File: src/rtl/counter_timer_pkg.sv
// Shared constants and types for the Wishbone counter/timer peripheral:
// register offsets, CONFIG bit positions and the CONFIG register layout.
package counter_timer_pkg;

    localparam logic [3:0] CFG_OFS = 4'h0;
    localparam logic [3:0] VAL_OFS = 4'h4;
    localparam logic [3:0] DAT_OFS = 4'h8;
    localparam logic [3:0] PRE_OFS = 4'hC;

    localparam int EN_B      = 0;
    localparam int ONESHOT_B = 1;
    localparam int UP_B      = 2;
    localparam int IRQEN_B   = 3;

    // Field order matches the CONFIG bit indices above (bit3 first).
    typedef struct packed {
        logic irq_en;
        logic up;
        logic oneshot;
        logic en;
    } cfg_t;

    // Replace only the bytes whose lane select is set.
    function automatic logic [31:0] lane_merge(input logic [31:0] old_v,
                                               input logic [31:0] new_v,
                                               input logic [3:0]  sel);
        logic [31:0] merged;
        merged = old_v;
        for (int b = 0; b < 4; b++) begin
            if (sel[b]) merged[8*b +: 8] = new_v[8*b +: 8];
        end
        return merged;
    endfunction

endpackage

File: src/rtl/counter_timer_wb_if.sv
// Wishbone classic slave bus bundle for the counter/timer peripheral.
interface counter_timer_wb_if;
    logic        wb_cyc_i;
    logic        wb_stb_i;
    logic        wb_we_i;
    logic [3:0]  wb_sel_i;
    logic [31:0] wb_adr_i;
    logic [31:0] wb_dat_i;
    logic        wb_ack_o;
    logic [31:0] wb_dat_o;

    modport master (
        output wb_cyc_i, wb_stb_i, wb_we_i, wb_sel_i, wb_adr_i, wb_dat_i,
        input  wb_ack_o, wb_dat_o
    );

    modport slave (
        input  wb_cyc_i, wb_stb_i, wb_we_i, wb_sel_i, wb_adr_i, wb_dat_i,
        output wb_ack_o, wb_dat_o
    );
endinterface

File: src/rtl/counter_timer_core.sv
// Counting engine: prescaler, up/down count datapath, terminal-event detect
// and the registered single-cycle interrupt pulse.
module counter_timer_core
    import counter_timer_pkg::*;
#(
    parameter int PRESCALE_W = 16
) (
    input  logic                  clk,
    input  logic                  rst,
    input  cfg_t                  cfg,
    input  logic                  cfg_we,
    input  logic [31:0]           data,
    input  logic [PRESCALE_W-1:0] prescale,
    input  logic                  val_we,
    input  logic [31:0]           val_wdata,
    output logic [31:0]           value,
    output logic                  en_clr,
    output logic                  irq
);

    logic [PRESCALE_W-1:0] pcnt;
    logic                  tick;
    logic                  at_term;
    logic                  term;

    assign tick    = cfg.en && (pcnt == prescale);
    assign at_term = cfg.up ? (value == data) : (value == 32'd0);
    // A bus write to VALUE discards a coincident tick, terminal event included.
    assign term    = tick && !val_we && at_term;
    assign en_clr  = term && cfg.oneshot;

    always_ff @(posedge clk) begin
        if (rst) begin
            pcnt  <= '0;
            value <= '0;
            irq   <= 1'b0;
        end else begin
            irq <= term && cfg.irq_en;

            // Any CONFIG write restarts the prescale period from zero.
            if (cfg_we || !cfg.en || tick) pcnt <= '0;
            else                           pcnt <= pcnt + 1'b1;

            if (val_we) begin
                value <= val_wdata;
            end else if (tick) begin
                if (!at_term)          value <= cfg.up ? value + 32'd1 : value - 32'd1;
                else if (!cfg.oneshot) value <= cfg.up ? 32'd0 : data;
            end
        end
    end

endmodule

File: src/rtl/counter_timer_wb.sv
// Wishbone-attached 32-bit counter/timer: address decode, byte-lane register
// file, single-cycle ack generation and registered read mux around the core.
module counter_timer_wb
    import counter_timer_pkg::*;
#(
    parameter logic [31:0] BASE_ADR   = 32'h2000_0000,
    parameter int          PRESCALE_W = 16
) (
    input  logic               wb_clk_i,
    input  logic               wb_rst_i,
    counter_timer_wb_if.slave  wb,
    output logic               irq_o
);

    // Handshake: a decoded cyc&stb while ack is low is accepted on that edge;
    // ack is high for exactly the next cycle, reads return the pre-edge value
    // with ack, writes land on the accepting edge, and the cycle after ack
    // never accepts, so back-to-back strobes complete every two cycles.
    cfg_t                  cfg_q;
    logic [31:0]           data_q;
    logic [PRESCALE_W-1:0] pre_q;
    logic                  ack_q;
    logic [31:0]           rdat_q;

    logic                  hit;
    logic                  acc;
    logic                  wr;
    logic                  rd;
    logic [3:0]            ofs;
    logic                  cfg_we;
    logic                  val_we;
    logic                  dat_we;
    logic                  pre_we;
    logic [31:0]           value;
    logic                  en_clr;
    logic [31:0]           rdata;

    assign hit = wb.wb_cyc_i && wb.wb_stb_i && (wb.wb_adr_i[31:4] == BASE_ADR[31:4]);
    assign acc = hit && !ack_q;
    assign wr  = acc && wb.wb_we_i;
    assign rd  = acc && !wb.wb_we_i;
    assign ofs = wb.wb_adr_i[3:0];

    // CONFIG lives entirely in byte lane 0.
    assign cfg_we = wr && (ofs == CFG_OFS) && wb.wb_sel_i[0];
    assign val_we = wr && (ofs == VAL_OFS);
    assign dat_we = wr && (ofs == DAT_OFS);
    assign pre_we = wr && (ofs == PRE_OFS);

    counter_timer_core #(
        .PRESCALE_W (PRESCALE_W)
    ) u_core (
        .clk       (wb_clk_i),
        .rst       (wb_rst_i),
        .cfg       (cfg_q),
        .cfg_we    (cfg_we),
        .data      (data_q),
        .prescale  (pre_q),
        .val_we    (val_we),
        .val_wdata (lane_merge(value, wb.wb_dat_i, wb.wb_sel_i)),
        .value     (value),
        .en_clr    (en_clr),
        .irq       (irq_o)
    );

    always_comb begin
        rdata = 32'd0;
        case (ofs)
            CFG_OFS: rdata = {28'd0, cfg_q};
            VAL_OFS: rdata = value;
            DAT_OFS: rdata = data_q;
            PRE_OFS: rdata = 32'(pre_q);
            default: rdata = 32'd0;
        endcase
    end

    always_ff @(posedge wb_clk_i) begin
        if (wb_rst_i) begin
            cfg_q  <= '0;
            data_q <= '0;
            pre_q  <= '0;
            ack_q  <= 1'b0;
            rdat_q <= '0;
        end else begin
            ack_q  <= acc;
            rdat_q <= rd ? rdata : 32'd0;

            // Firmware writes to CONFIG take priority over the one-shot EN clear.
            if (cfg_we)      cfg_q    <= cfg_t'(wb.wb_dat_i[3:0]);
            else if (en_clr) cfg_q.en <= 1'b0;

            if (dat_we) data_q <= lane_merge(data_q, wb.wb_dat_i, wb.wb_sel_i);
            if (pre_we) pre_q  <= PRESCALE_W'(lane_merge(32'(pre_q), wb.wb_dat_i, wb.wb_sel_i));
        end
    end

    assign wb.wb_ack_o = ack_q;
    assign wb.wb_dat_o = rdat_q;

endmodule

File: src/flat_wrapper.sv
// flat-port wrapper written by rule: the top's interface ports become plain ports
module counter_timer_wb_flat import counter_timer_pkg::*;
#(
    parameter logic [31:0] BASE_ADR   = 32'h2000_0000,
    parameter int          PRESCALE_W = 16
)
  (wb_clk_i, wb_rst_i, irq_o, wb_wb_cyc_i, wb_wb_stb_i, wb_wb_we_i, wb_wb_sel_i, wb_wb_adr_i, wb_wb_dat_i, wb_wb_ack_o, wb_wb_dat_o);
  counter_timer_wb_if wb_i ();
  input  logic wb_clk_i;
  input  logic wb_rst_i;
  output logic irq_o;
  input wire logic [$bits(wb_i.wb_cyc_i)-1:0] wb_wb_cyc_i;
  input wire logic [$bits(wb_i.wb_stb_i)-1:0] wb_wb_stb_i;
  input wire logic [$bits(wb_i.wb_we_i)-1:0] wb_wb_we_i;
  input wire logic [$bits(wb_i.wb_sel_i)-1:0] wb_wb_sel_i;
  input wire logic [$bits(wb_i.wb_adr_i)-1:0] wb_wb_adr_i;
  input wire logic [$bits(wb_i.wb_dat_i)-1:0] wb_wb_dat_i;
  output wire logic [$bits(wb_i.wb_ack_o)-1:0] wb_wb_ack_o;
  output wire logic [$bits(wb_i.wb_dat_o)-1:0] wb_wb_dat_o;
  assign wb_i.wb_cyc_i = wb_wb_cyc_i;
  assign wb_i.wb_stb_i = wb_wb_stb_i;
  assign wb_i.wb_we_i = wb_wb_we_i;
  assign wb_i.wb_sel_i = wb_wb_sel_i;
  assign wb_i.wb_adr_i = wb_wb_adr_i;
  assign wb_i.wb_dat_i = wb_wb_dat_i;
  assign wb_wb_ack_o = wb_i.wb_ack_o;
  assign wb_wb_dat_o = wb_i.wb_dat_o;
  counter_timer_wb #(.BASE_ADR(BASE_ADR), .PRESCALE_W(PRESCALE_W)) u_core (.wb_clk_i(wb_clk_i), .wb_rst_i(wb_rst_i), .wb(wb_i), .irq_o(irq_o));
endmodule
File: config.mk
export PLATFORM = sky130hd
export DESIGN_NAME = counter_timer_wb_flat
export DESIGN_NICKNAME = d
export VERILOG_FILES = /design/src/rtl/counter_timer_pkg.sv /design/src/rtl/counter_timer_wb_if.sv /design/src/rtl/counter_timer_core.sv /design/src/rtl/counter_timer_wb.sv /design/src/flat_wrapper.sv
export SDC_FILE = /design/constraint.sdc
export NUM_CORES = 1
export LEC_CHECK = 0
export ABC_AREA = 1
export BUFFER_PORTS_ARGS = -buffer_cell sky130_fd_sc_hd__buf_2
export CAP_MARGIN = 10
export CORE_ASPECT_RATIO = 1.1
export CORE_MARGIN = 2
export CORE_UTILIZATION = 39
export DETAILED_ROUTE_END_ITERATION = 8
export GPL_TIMING_DRIVEN = 0
export PLACE_DENSITY = 0.69
export RECOVER_POWER = 100
export SLEW_MARGIN = 10
export SYNTH_ARGS = -nofsm -noshare
export SYNTH_HDL_FRONTEND = slang
export SYNTH_SLANG_ARGS = --single-unit
File: constraint.sdc
create_clock -name wb_clk_i -period 4.91 [get_ports wb_clk_i]
set_clock_uncertainty 0.2 [all_clocks]
set_input_delay 1.473 -clock wb_clk_i [delete_from_list [all_inputs] [get_ports wb_clk_i]]
set_output_delay 1.473 -clock wb_clk_i [all_outputs]
set_load 0.005 [all_outputs]
==> impl_metrics.json, run 1 <==
{
  "status": "complete, no violations",
  "vias_per_cell": 5.20,
  "worst_slew_pin_slew_ps": 1410,
  "ys_types": 45,
  "cp_data_arrival_time_ps": 4570,
  "rrSetupSlack_ps": 940,
  "insertion_delay_ps": 440,
  "min_period_over_period_pct": 89.9,
  "cpPeakStageDelay_ps": 1080,
  "syn_area_per_cell_sq_um": 5.78,
  "p_comb_share_pct": 3.6,
  "yosysWarnings": 0,
  "clockRootBuffer": "clkbuf_16",
  "worst_slack_ps": 497,
  "ys_ff_latch": 134,
  "io_buffers": 105,
  "clock_sinks": 134,
  "core-area_sq_mm": 0.0253,
  "post_cts_buffers": 0,
  "startpoint_type": "input port",
  "p_clk_share_pct": 54.7,
  "ys_seq_area_share_pct": 26.7,
  "die-area_sq_mm": 0.0270,
  "synth_top_area_share_pct": 26.7,
  "cts_resized": 0,
  "drv_slew": 0,
  "antenna_found_initial": 0,
  "slew_headroom_pct": 5.45,
  "io-pin-count": 107,
  "synth_ff_type": "dfxtp_1",
  "p_switching_uw": 600,
  "gp_congestion": 0.989,
  "reg2reg_depth": 20,
  "p_int_mw": 2.01,
  "worstPathRequired_ps": 5070,
  "h-tree-depth": 4,
  "r2r_end": "u_core.u_core.value[26]",
  "grtUsageTotal_pct": 27.6,
  "drv_cap": 0,
  "synth_edf_count": 0,
  "slowest_stage": "nor3_1",
  "hold_violations": 0,
  "initialDrtViolationCount": 1109,
  "die_w_microns": 157,
  "hp-start": "u_core.cfg_q[3]",
  "numCtsBuffers": 17,
  "vias": 11500,
  "fmax_mhz": 227,
  "reg2reg_from": "u_core.cfg_q[2]",
  "dpl_worst_slack_ps": 873,
  "endpoint_kind": "flip-flop",
  "period_minus_slack_ps": 4410,
  "antenna_cells": 0,
  "drc": 0,
  "cp_common_cell": "nand2_1",
  "cts_tree": "yes",
  "peakVddDrop_mv": 0.255,
  "rows": 61,
  "synth-async-reset-ratio_pct": 0,
  "hold-path-endpoint": "u_core.u_core.irq",
  "dpl-instance-area_sq_mm": 0.0110,
  "firstDrtPassIters": 6,
  "routed_wl_mm": 37.1,
  "syn_area_sq_mm": 0.0100,
  "worstHoldPathType": "reg -> reg",
  "clockBufferDepth": 2,
  "final-setup-viol-count": 0,
  "start_util_pct": 39.7,
  "cp_cell_sequence": "buf_2 -> nor2_1 -> inv_1 -> nor3_1 -> nand2_1 -> nand3_1 -> nand2_1 -> nor2_1 -> nand2_1 -> a21oi_1",
  "synth_area_leaders": "dfxtp_1 27%, nand2_1 24%, inv_1 9.5%, nor2_1 7.0%, nand3_1 5.1%",
  "leakagePower_nw": 5.58,
  "dp_hpwl_mm": 29.6,
  "syn_to_final_growth_pct": 15.0,
  "path_max_fanout": 9,
  "grt-ovfl-total": 0,
  "pwr_density_cell_mw_per_mm2": 226,
  "switching_share_pct": 23.0,
  "tns_ps": 0,
  "power_frac_seq_pct": 41.7,
  "path_class": "in -> reg",
  "fin_nets": 1966,
  "grt_pass1_vias": 10800,
  "drive_gt1_share_pct": 7.42,
  "yosys.area.top_type": "dfxtp_1",
  "grt_pass1_wl_mm": 57.6,
  "grt_setup_unrepaired": "false",
  "synth_fp_nets": 1842,
  "clk_pin_slew_worst_paths_ps": 60,
  "ant_nets": 0,
  "synthCells": 1737,
  "wl_per_cell_microns": 16.7,
  "hold-path-cell-count": 2,
  "hold_buffers": 0,
  "grt_max_degree": 40,
  "postLayoutCellArea_sq_mm": 0.0115,
  "die_h_microns": 172
}
[cells in the mapped netlist (all sizes together), types with 12 or more instances]
cell type / n
nand3: 104
o21ai: 50
buf: 15
nand2: 636
nor3: 29
a21oi: 87
a31oi: 12
xor2: 13
nand4: 44
or2: 12
inv: 260
nor2: 190
a211oi: 17
ha: 31
xnor2: 31
clkbuf: 28
dfxtp: 134
[layout by cell type, fill, tap and decap left out, drive strengths merged, types with 2 or more instances in the layout]
cell / count
ha: 31
a211oi: 17
nand2: 636
dfxtp: 134
o211ai: 3
a21oi: 87
nand3b: 4
a41oi: 3
nand4: 44
o21ai: 50
a221oi: 2
xor2: 13
a31oi: 12
clkbuf: 78
and3: 4
nor3: 29
nand3: 104
clkinvlp: 2
inv: 260
buf: 91
clkinv: 5
nor4: 10
xnor2: 31
o22ai: 3
or2: 12
bufinv: 4
nor2: 190
and2: 10
[layer usage]
metal  up-vias  GRT usage (%)  share of wire (%)
met5         -              0                  0
met4         0           9.73                3.2
met1      5244           34.9                 42
li1       5725              -                  -
met3        78           3.91                7.7
met2       496           47.8                 47
[area by class of cell]
cell class | count | area (sq um)
plain buffers | 43 | 190
clock buffers | 21 | 470
clock inverters | 11 | 171
fillers | 2719 | 13700
inverters | 260 | 976
multi-input cells | 1300 | 6130
flip-flops and latches | 134 | 2680
well taps | 346 | 433
repair buffers | 105 | 492
[worst max-delay path: cells and delay by family]
kind | cells | cell delay [ps]
and+or+nand+nor | 7 | 2700
AOI/OAI and AO/OA | 1 | 150
buffers and inverters | 2 | 230
[sequential cells by signal (all words and copies together), names as in the netlist]
| register | count |
|---|---|
| u_core.pre_q | 16 |
| u_core.wb.wb_dat_o | 32 |
| u_core.u_core.irq | 1 |
| u_core.u_core.pcnt | 16 |
| u_core.cfg_q | 4 |
| u_core.wb.wb_ack_o | 1 |
| u_core.data_q | 32 |
| u_core.u_core.value | 32 |
[worst max path at each step]
stage	start	endpoint	slack [ps]	depth (start not counted)
final	wb_wb_adr_i[1]	u_core.u_core.value[22]	500	10
after global routing	wb_wb_adr_i[1]	u_core.u_core.value[21]	340	10
after CTS	u_core.cfg_q[2]	u_core.u_core.value[26]	1020	20
after detailed placement	wb_wb_adr_i[1]	u_core.data_q[29]	870	10
after global placement	u_core.cfg_q[2]	u_core.u_core.value[26]	260	20
after floorplan	u_core.cfg_q[2]	u_core.u_core.value[25]	1590	20
[cell families (layout without fill, tap and decap cells)]
family / after synthesis / count (layout) / synth area share, %
adder cells (fa/ha/maj): 32 / 32 / 4.06
AND/OR/NAND/NOR: 1043 / 1043 / 43.6
buffers and inverters: 303 / 440 / 11.7
XOR/XNOR: 44 / 44 / 3.84
AO/OA/AOI/OAI: 181 / 181 / 10.1
flip-flops: 134 / 134 / 26.7
[through the flow]
stage	utilization [%]	std cells	total power [mW]	hold slack, ps
6_report	45.7	2220	2.61	288
5_1_grt	45.7	2220	2.66	314
3_3_place_gp	43.5	2188	1.20	271
3_5_place_dp	43.5	2188	1.21	275
2_1_floorplan	-	1737	1.14	235
4_1_cts	46.1	2220	2.61	284
[power by group through the flow]
stage / logic (mW) / clock network [mW] / registers, mW
2_1_floorplan: 0.0329 / 0 / 1.11
3_3_place_gp: 0.0933 / 0 / 1.11
3_5_place_dp: 0.0940 / 0 / 1.11
4_1_cts: 0.0945 / 1.43 / 1.09
5_1_grt: 0.101 / 1.48 / 1.09
6_report: 0.0946 / 1.43 / 1.09
(Power assumes the default switching activity.)
==> run 2, diff against run 1 <==
--- a/config.mk
+++ b/config.mk
@@ -5,7 +5,7 @@
 export SDC_FILE = /design/constraint.sdc
 export NUM_CORES = 1
 export LEC_CHECK = 0
-export ABC_AREA = 1
+export ABC_AREA = 0
 export BUFFER_PORTS_ARGS = -buffer_cell sky130_fd_sc_hd__buf_2
 export CAP_MARGIN = 10
 export CORE_ASPECT_RATIO = 1.1
@@ -13,7 +13,7 @@
 export CORE_UTILIZATION = 39
 export DETAILED_ROUTE_END_ITERATION = 8
 export GPL_TIMING_DRIVEN = 0
-export PLACE_DENSITY = 0.69
+export PLACE_DENSITY = 0.7
 export RECOVER_POWER = 100
 export SLEW_MARGIN = 10
 export SYNTH_ARGS = -nofsm -noshare
==> run 2 against run 1 <==
Setup slack worse by 380 ps. Clock power is 3% higher. Sequential share of layout area is 4.6 points higher. Area after synthesis is 19% lower. Non-clock buffer count is 10 higher. Cell count is 38% lower. Critical path depth is 2 higher. Highest routed layer unchanged.
==> impl_metrics.json, run 2 <==
{
  "drv_cap": 0,
  "hold_violations": 0,
  "drv_slew": 0,
  "syn_area_sq_mm": 0.00811,
  "wl_per_cell_microns": 20.7,
  "firstDrtPassIters": 6,
  "pwr_density_cell_mw_per_mm2": 276,
  "rows": 55,
  "start_util_pct": 39.6,
  "clock_sinks": 134,
  "synth_fp_nets": 1084,
  "grt_max_degree": 37,
  "min_period_over_period_pct": 97.7,
  "cp_data_arrival_time_ps": 4910,
  "fin_util_pct": 46.9,
  "power_mw": 2.65,
  "routed_wl_mm": 28.4,
  "slew_headroom_pct": 31.0,
  "yosysWarnings": 0,
  "ant_nets": 0,
  "synthCells": 979,
  "io-pin-count": 107,
  "yosys.area.top_type": "dfxtp_1",
  "drc": 0,
  "tns_ps": 0,
  "vias_per_cell": 5.95,
  "cts_tree": "yes",
  "ys_ff_latch": 134,
  "insertion_delay_ps": 430,
  "path_max_fanout": 36,
  "fin_nets": 1209,
  "hold_buffers": 0,
  "h-tree-depth": 4,
  "final-setup-viol-count": 0,
  "grt_pass1_wl_mm": 43.2,
  "ys_types": 73,
  "worstHoldPathType": "reg -> reg",
  "synth_most_common_cell": "dfxtp_1",
  "grt_pass1_vias": 7780,
  "die-area_sq_mm": 0.0220,
  "numCtsBuffers": 17,
  "leakagePower_nw": 4.38,
  "grtUsageTotal_pct": 25.4,
  "die_w_microns": 142,
  "dp_hpwl_mm": 21.6,
  "status": "complete, no violations",
  "grt-ovfl-total": 0,
  "synth_top_area_share_pct": 33.1,
  "endpoint_kind": "flip-flop",
  "fmax_mhz": 208,
  "startpoint_type": "flip-flop",
  "synth_area_leaders": "dfxtp_1 33%, mux2i_1 6.5%, xor2_1 6.0%, nor2_1 5.5%, ha_1 4.8%",
  "peakVddDrop_mv": 0.241,
  "antenna_found_initial": 0,
  "synth_edf_count": 0,
  "syn_to_final_growth_pct": 18.6,
  "synth-async-reset-ratio_pct": 0,
  "die_h_microns": 155,
  "grt_setup_unrepaired": "false",
  "drive_gt1_share_pct": 14.1,
  "path_class": "reg -> reg",
  "layout_common_cells": "134 x dfxtp_1, 119 x nor2_1, 94 x nand2_1",
  "period_minus_slack_ps": 4800,
  "vias": 8172,
  "initialDrtViolationCount": 693,
  "clk_pin_slew_worst_paths_ps": 60,
  "clockRootBuffer": "clkbuf_16",
  "synth_ff_type": "dfxtp_1",
  "worst_slew_pin_slew_ps": 1020,
  "final_common_cell": "dfxtp_1",
  "antenna_cells": 0,
  "gp_congestion": 1.05,
  "worstPathRequired_ps": 5030,
  "core-area_sq_mm": 0.0205,
  "io_buffers": 105,
  "clockBufferDepth": 2,
  "ys_seq_area_share_pct": 33.1,
  "synth_commonest_cells": "134 x dfxtp_1, 119 x nor2_1, 93 x nand2_1",
  "syn_area_per_cell_sq_um": 8.29
}
==> run 2: report_power, final <==
part	internal, mW	switching, mW	total, mW	leakage [nW]
registers	1.09	0.0000000000187	1.09	1.08
clock network	0.993	0.484	1.48	0.325
logic	0.0304	0.0563	0.0867	2.98
total	2.11	0.541	2.65	4.38
==> run 2: layout make-up <==
| type | count | area [sq um] |
|---|---|---|
| Fill cell | 2013 | 10900 |
| Multi-Input combinational cell | 781 | 5110 |
| Clock buffer | 24 | 482 |
| Sequential cell | 134 | 2680 |
| Timing Repair Buffer | 106 | 527 |
| Inverter | 12 | 45.0 |
| Tap cell | 256 | 320 |
| Clock inverter | 8 | 193 |
| Buffer | 52 | 260 |
==> run 2: logic make-up (layout without fill, tap and decap cells) <==
logic type                 Yosys count  in the layout  share of synthesized area (%)
AOI/OAI and AO/OA                  239            239                           19.5
xor gates and xnor gates            85             85                           9.17
adders and majority gates           32             32                           5.03
buffers and inverters               64            202                           3.87
DFF                                134            134                           33.1
muxes                               65             65                           8.20
and+or+nand+nor                    360            360                           21.1
==> run 2: timing repair <==
item,4_1_cts,5_1_grt
resized for setup,0,1
buffers inserted,0,0
setup endpoints to repair,0,2
==> run 2: critical path, cell delays in order (launching register included) <==
cell,delay [ps]
dfxtp_1,600
clkinv_1,430
clkbuf_1,310
buf_12,230
ha_1,340
and2b_1,200
o211ai_1,250
a31oi_1,230
a21oi_1,370
o211ai_1,290
o311ai_0,830
a31oi_1,180
a21o_1,180
==> run 2: metrics by stage <==
step | area [sq um] | hold WS [ps] | std cells | worst slack, ps
detailed placement | 8980 | 282 | 1341 | -79.3
global route | 9620 | 318 | 1373 | 54.9
finish | 9620 | 304 | 1373 | 113
floorplan | 8110 | 251 | 979 | 928
global placement | 8960 | 278 | 1340 | -551
CTS | 9660 | 301 | 1373 | 307
==> run 2: per-layer routing <==
metal | vias to the layer above | wire length (microns) | GRT usage [%]
li1 | 3802 | - | -
met1 | 3813 | 11900 | 32.4
met2 | 451 | 12500 | 40.1
met3 | 106 | 2430 | 5.45
met4 | 0 | 1540 | 14.0
met5 | - | 0 | 0
==> run 2: worst paths after layout <==
check | startpoint | end | slack (ps) | cells after the start
hold / removal | u_core.u_core.pcnt[0] | u_core.u_core.pcnt[0] | 300 | 1
setup / recovery | u_core.cfg_q[2] | u_core.u_core.value[26] | 110 | 12
hold reg to reg | u_core.u_core.pcnt[0] | u_core.u_core.pcnt[0] | 300 | 1
setup reg to reg | u_core.cfg_q[2] | u_core.u_core.value[26] | 110 | 12
